File: config.mk
export PLATFORM = sky130hd
export DESIGN_NAME = dma_sdata_arbiter
export DESIGN_NICKNAME = d
export VERILOG_FILES = /design/src/rtl/dma_sdata_arbiter.sv
export SDC_FILE = /design/constraint.sdc
export NUM_CORES = 1
export LEC_CHECK = 0
export ABC_AREA = 1
export BUFFER_PORTS_ARGS = -buffer_cell sky130_fd_sc_hd__buf_2
export CAP_MARGIN = 20
export CORE_AREA = 3 3 73 75
export DETAILED_ROUTE_END_ITERATION = 7
export DIE_AREA = 0 0 76 78
export PLACE_DENSITY = 0.69
export SKIP_LAST_GASP = 1
export SLEW_MARGIN = 15
export SYNTH_ARGS = -nofsm -noshare
export SYNTH_HDL_FRONTEND = slang
export SYNTH_SLANG_ARGS = --single-unit
File: constraint.sdc
create_clock -name clk -period 1.6 [get_ports clk]
set_clock_uncertainty 0.15 [all_clocks]
set_input_delay 0.16 -clock clk [delete_from_list [all_inputs] [get_ports clk]]
set_output_delay 0.16 -clock clk [all_outputs]
set_load 0.1 [all_outputs]
File: src/rtl/dma_sdata_arbiter.sv
// Round-robin two-channel DMA arbiter that fences off the secure stack/data region
// and holds the core in reset after any attempt to touch it.
module dma_sdata_arbiter #(
    parameter logic [15:0] SDATA_BASE    = 16'hA000,
    parameter logic [15:0] SDATA_SIZE    = 16'h1000,
    parameter logic [15:0] RESET_HANDLER = 16'h0000,
    parameter int unsigned TIMEOUT       = 8
) (
    input  logic        clk,
    input  logic        puc_rst,
    input  logic [15:0] pc,
    input  logic        req0,
    input  logic [15:0] addr0,
    input  logic        req1,
    input  logic [15:0] addr1,
    input  logic        dma_ready,
    output logic        gnt0,
    output logic        gnt1,
    output logic        dma_en,
    output logic [15:0] dma_addr,
    output logic        violation,
    output logic [7:0]  viol_cnt
);

    typedef enum logic [2:0] {LOCK, IDLE, GNT0, GNT1, KILL} state_t;

    localparam logic [7:0] TMAX = 8'(TIMEOUT - 1);

    state_t     state, state_nx;
    logic       last, last_nx;
    logic [7:0] tcnt, tcnt_nx;
    logic       inc_viol;
    logic       sd0, sd1, bad, at_rh;

    // Range check done at 17 bits so BASE+SIZE reaching 64K does not wrap to zero.
    function automatic logic in_sd(input logic [15:0] a);
        logic [16:0] lo;
        logic [16:0] hi;
        lo = {1'b0, SDATA_BASE};
        hi = {1'b0, SDATA_BASE} + {1'b0, SDATA_SIZE};
        return ({1'b0, a} >= lo) && ({1'b0, a} < hi);
    endfunction

    assign sd0   = in_sd(addr0);
    assign sd1   = in_sd(addr1);
    assign bad   = (req0 && sd0) || (req1 && sd1);
    assign at_rh = (pc == RESET_HANDLER);

    always_comb begin
        state_nx = state;
        last_nx  = last;
        tcnt_nx  = tcnt;
        inc_viol = 1'b0;
        dma_en   = 1'b0;
        dma_addr = 16'h0000;
        case (state)
            LOCK, KILL: begin
                if (at_rh && !bad)
                    state_nx = IDLE;
                else if (at_rh)
                    state_nx = KILL;
            end
            IDLE: begin
                tcnt_nx = 8'd0;
                if (bad) begin
                    state_nx = KILL;
                    inc_viol = 1'b1;
                end else if (req0 && req1)
                    state_nx = last ? GNT0 : GNT1;
                else if (req0)
                    state_nx = GNT0;
                else if (req1)
                    state_nx = GNT1;
            end
            GNT0: begin
                dma_addr = addr0;
                dma_en   = req0 && !sd0;
                tcnt_nx  = tcnt + 8'd1;
                if (bad) begin
                    state_nx = KILL;
                    inc_viol = 1'b1;
                end else if ((dma_ready && dma_en) || !req0 || (tcnt == TMAX)) begin
                    state_nx = IDLE;
                    last_nx  = 1'b0;
                end
            end
            GNT1: begin
                dma_addr = addr1;
                dma_en   = req1 && !sd1;
                tcnt_nx  = tcnt + 8'd1;
                if (bad) begin
                    state_nx = KILL;
                    inc_viol = 1'b1;
                end else if ((dma_ready && dma_en) || !req1 || (tcnt == TMAX)) begin
                    state_nx = IDLE;
                    last_nx  = 1'b1;
                end
            end
            default: state_nx = LOCK;
        endcase
    end

    // Grants and the reset request are registered from the next state so they line up with it.
    always_ff @(posedge clk) begin
        if (puc_rst) begin
            state     <= LOCK;
            gnt0      <= 1'b0;
            gnt1      <= 1'b0;
            violation <= 1'b1;
            viol_cnt  <= 8'd0;
            last      <= 1'b1;
            tcnt      <= 8'd0;
        end else begin
            state     <= state_nx;
            gnt0      <= (state_nx == GNT0);
            gnt1      <= (state_nx == GNT1);
            violation <= (state_nx == LOCK) || (state_nx == KILL);
            last      <= last_nx;
            tcnt      <= tcnt_nx;
            if (inc_viol && (viol_cnt != 8'hFF))
                viol_cnt <= viol_cnt + 8'd1;
        end
    end

endmodule

==> run_results.csv <==
group,metric,value,unit
outcome,status,"finished with violations",
outcome,violations,"setup timing",
logic_synthesis,postSynthCellCount,253,
detailed_routing,num_vias,2074,
clock_tree,htree_levels,1,
logic_synthesis,synth_cell_types,31,
detailed_routing,drc,0,
critical_path,max_stage_delay,0.38,ns
clock_tree,cts_tree,"done",
logic_synthesis,syn-num-nets,308,
critical_path,r2r_slack,0.09,ns
power_and_ir_drop,peakVddDrop,0.260,mV
logic_synthesis,avgSynthCellArea,6.62,µm²
global_routing,grt_pass1_vias,1976,
critical_path,worstSetupEndpointType,"output pin",
detailed_routing,first_iter_violations,63,
logic_synthesis,netlist_area,1680,µm²
detailed_routing,wl_per_cell,12.3,µm
worst_hold_path,hold_path_depth,5,
logic_synthesis,async_flop_share,0,
sta,finalSetupTns,-1.38,ns
clock_tree,cts_buffers,3,
sta,hold_slack,0.215,ns
power_and_ir_drop,comb_power_share,0.124,
place,routabilityCongestion,0.825,
sta,slew_viol_final,0,
layout,multiInputGateArea,1200,µm²
job,drv_cap,0,
worst_hold_path,min_to,"last",
sta,tightest_slew,0.490,ns
global_routing,grt-ovfl-total,0,
power_and_ir_drop,finalPower,1030,µW
sta,period_needed,1.71,ns
sta,fmax,585,MHz
critical_path,cp_cell_sequence,"inv_4, nand2_4, nor2_4, buf_6, a32o_4, buf_12",
global_routing,grt_pass1_wl,8.46,mm
power_and_ir_drop,power-per-cell-area,372,nW/µm²
logic_synthesis,yosys_warnings,0,
detailed_routing,antenna_left,0,
global_routing,grt_max_degree,19,
global_routing,grt_antenna_before_repair,0,
worst_hold_path,hold_class,"in -> reg",
power_and_ir_drop,p_sw,240,µW
sta,fin_ws,-0.108,ns
place,hpwl,4.08,mm
critical_path,crit_family,"buffers and inverters",
sta,fin_crit_sh,1.07,
die,core-area,4720,µm²
worst_hold_path,min_from,"dma_ready",
critical_path,worstRegToRegCells,8,
layout,seq_area,497,µm²
layout,fillers,408,
power_and_ir_drop,p_clk_frac,0.337,
critical_path,crit_path_start_kind,"register",
die,die_w,76,µm
layout,area_growth_syn_to_layout,65.9,%
critical_path,worst-setup-path-type,"reg -> out",
clock_tree,root_buffer,"clkbuf_8",
die,dieHeight,78,µm
die,ios,81,
clock_tree,path_clk_slew,0.08,ns
clock_tree,clock_latency,0.26,ns
global_routing,grt_use_total,0.170,
power_and_ir_drop,switching_share,0.232,
logic_synthesis,seq_area_frac_synth,0.275,
power_and_ir_drop,intPower,794,µW
detailed_routing,firstDrtPassIters,4,
critical_path,r2r_end,"state[1]",
critical_path,cp.arrival,1.40,ns
clock_tree,clk_path_buf_depth,2,
logic_synthesis,dominantRegCellSynth,"dfxtp_1",
clock_tree,clock_sinks,23,
sta,hold_viol_final,0,
layout,drive_gt1_frac,0.445,
die,num_rows,25,
die,start_util,0.355,
power_and_ir_drop,seqPwrFrac,0.539,
detailed_routing,viasPerCell,5.00,
sta,setup_viol,17,
critical_path,crit_required,1.29,ns
sta,rsz0062_at_grt,"true",
layout,nets,404,
critical_path,r2r-start,"tcnt[0]",
die,die_area,5930,µm²
logic_synthesis,synth_seq_cells,23,
logic_synthesis,synth_edf_count,0,
sta,max_slew_margin,0.676,
critical_path,critPathSlowestCell,"dfxtp_4",
layout,antenna_cells,0,
detailed_routing,wl,5.12,mm
critical_path,critPathMaxFanout,7,
critical_path,crit_buf_inv,3,
place,io_buffers,80,
power_and_ir_drop,p_leak,0.00131,µW
==> layout by cell type, fill, tap and decap left out, types with 3 or more instances in the layout <==
cell,instances
nand2_2,3
dfxtp_4,8
buf_2,63
nand4_1,7
nor2_8,3
nand3_1,24
inv_2,3
a22o_4,11
dfxtp_2,5
nor3_1,3
buf_4,12
nand2_1,54
o21ai_0,10
a22o_2,5
clkbuf_8,3
inv_1,28
dfxtp_1,10
buf_12,18
nor2_1,29
buf_6,3
a21oi_1,19
nor2_4,3
==> worst max path at each step <==
stage             start          end  slack (ns)  cells past startpoint
2_1_floorplan  state[1]  dma_addr[0]       0.007                      5
3_5_place_dp   state[1]  dma_addr[3]       -0.02                      6
5_1_grt        state[2]       dma_en       -0.18                      6
3_3_place_gp   state[2]       dma_en        0.02                      6
4_1_cts        state[2]       dma_en       -0.12                      6
6_report       state[2]       dma_en       -0.11                      6
==> cell families (layout without fill, tap and decap cells) <==
| logic type | count (synthesis) | in the layout | synth area share |
|---|---|---|---|
| AND/OR/NAND/NOR | 134 | 134 | 0.397 |
| AO/OA/AOI/OAI | 51 | 51 | 0.199 |
| buffers and inverters | 40 | 135 | 0.0978 |
| flip-flops | 23 | 23 | 0.275 |
| XOR/XNOR | 3 | 3 | 0.0157 |
| adder cells (fa/ha/maj) | 2 | 2 | 0.0149 |
==> synthesized netlist by cell type, types with 3 or more instances <==
library cell,count,area [µm²]
nand2_1,56,210
nand3_1,24,120
nor2_8,3,60.1
o21ai_0,10,50.1
inv_2,6,22.5
nor2_1,31,116
a22o_1,16,140
inv_1,28,105
a21oi_1,19,95.1
nand4_1,7,43.8
dfxtp_1,23,460
nor3_1,3,15.0
==> timing repair <==
| item | 4_1_cts | 5_1_grt |
|---|---|---|
| hold buffers | 1 | 0 |
| gates cloned | 1 | 0 |
| endpoints found under the setup margin | 17 | 23 |
| setup buffers | 3 | 1 |
| pin swaps | 2 | 1 |
| endpoints found under the hold margin | 3 | 0 |
| resized for setup | 14 | 8 |
==> layout make-up <==
type,count,share of cell area
repair buffers,97,0.291
inverters,34,0.0495
flip-flops and latches,23,0.179
multi-input cells,190,0.434
clock inverters,1,0.00180
clock buffers,3,0.0149
well taps,67,0.0302
==> worst reg2reg max path: cells and delay by family, from the launching register on <==
kind                       cells  cell delay [ns]
and+or+nand+nor                6             0.64
DFF                            1             0.36
adders and majority gates      1             0.19
buffers and inverters          1             0.05
==> through the flow <==
| stage | cells | util | area (µm²) | worst slack [ns] |
|---|---|---|---|---|
| 2_1_floorplan | 253 | - | 1830 | 0.00650 |
| 3_3_place_gp | 405 | 0.555 | 2620 | 0.0171 |
| 3_5_place_dp | 405 | 0.555 | 2620 | -0.0236 |
| 4_1_cts | 414 | 0.583 | 2750 | -0.123 |
| 5_1_grt | 415 | 0.588 | 2780 | -0.181 |
| 6_report | 415 | 0.588 | 2780 | -0.108 |
==> metal layers <==
metal | routed length [µm] | up-vias | global-route usage
li1 | - | 1046 | -
met1 | 1990 | 942 | 0.184
met2 | 2670 | 76 | 0.316
met3 | 392 | 10 | 0.0592
met4 | 67 | 0 | 0.0417
met5 | 0 | - | 0
==> power groups by stage <==
stage | Sequential, µW | Combinational (µW) | Clock (µW)
after floorplan | 575 | 37.6 | 0
after global placement | 575 | 122 | 0
after detailed placement | 575 | 125 | 0
after CTS | 558 | 127 | 362
after global routing | 558 | 143 | 401
final | 558 | 128 | 348
==> registers in the layout (all words and copies together) (netlist names) <==
register,count
state,3
gnt0,1
tcnt,8
violation,1
gnt1,1
viol_cnt,8
last,1
(Power assumes the default switching activity.)
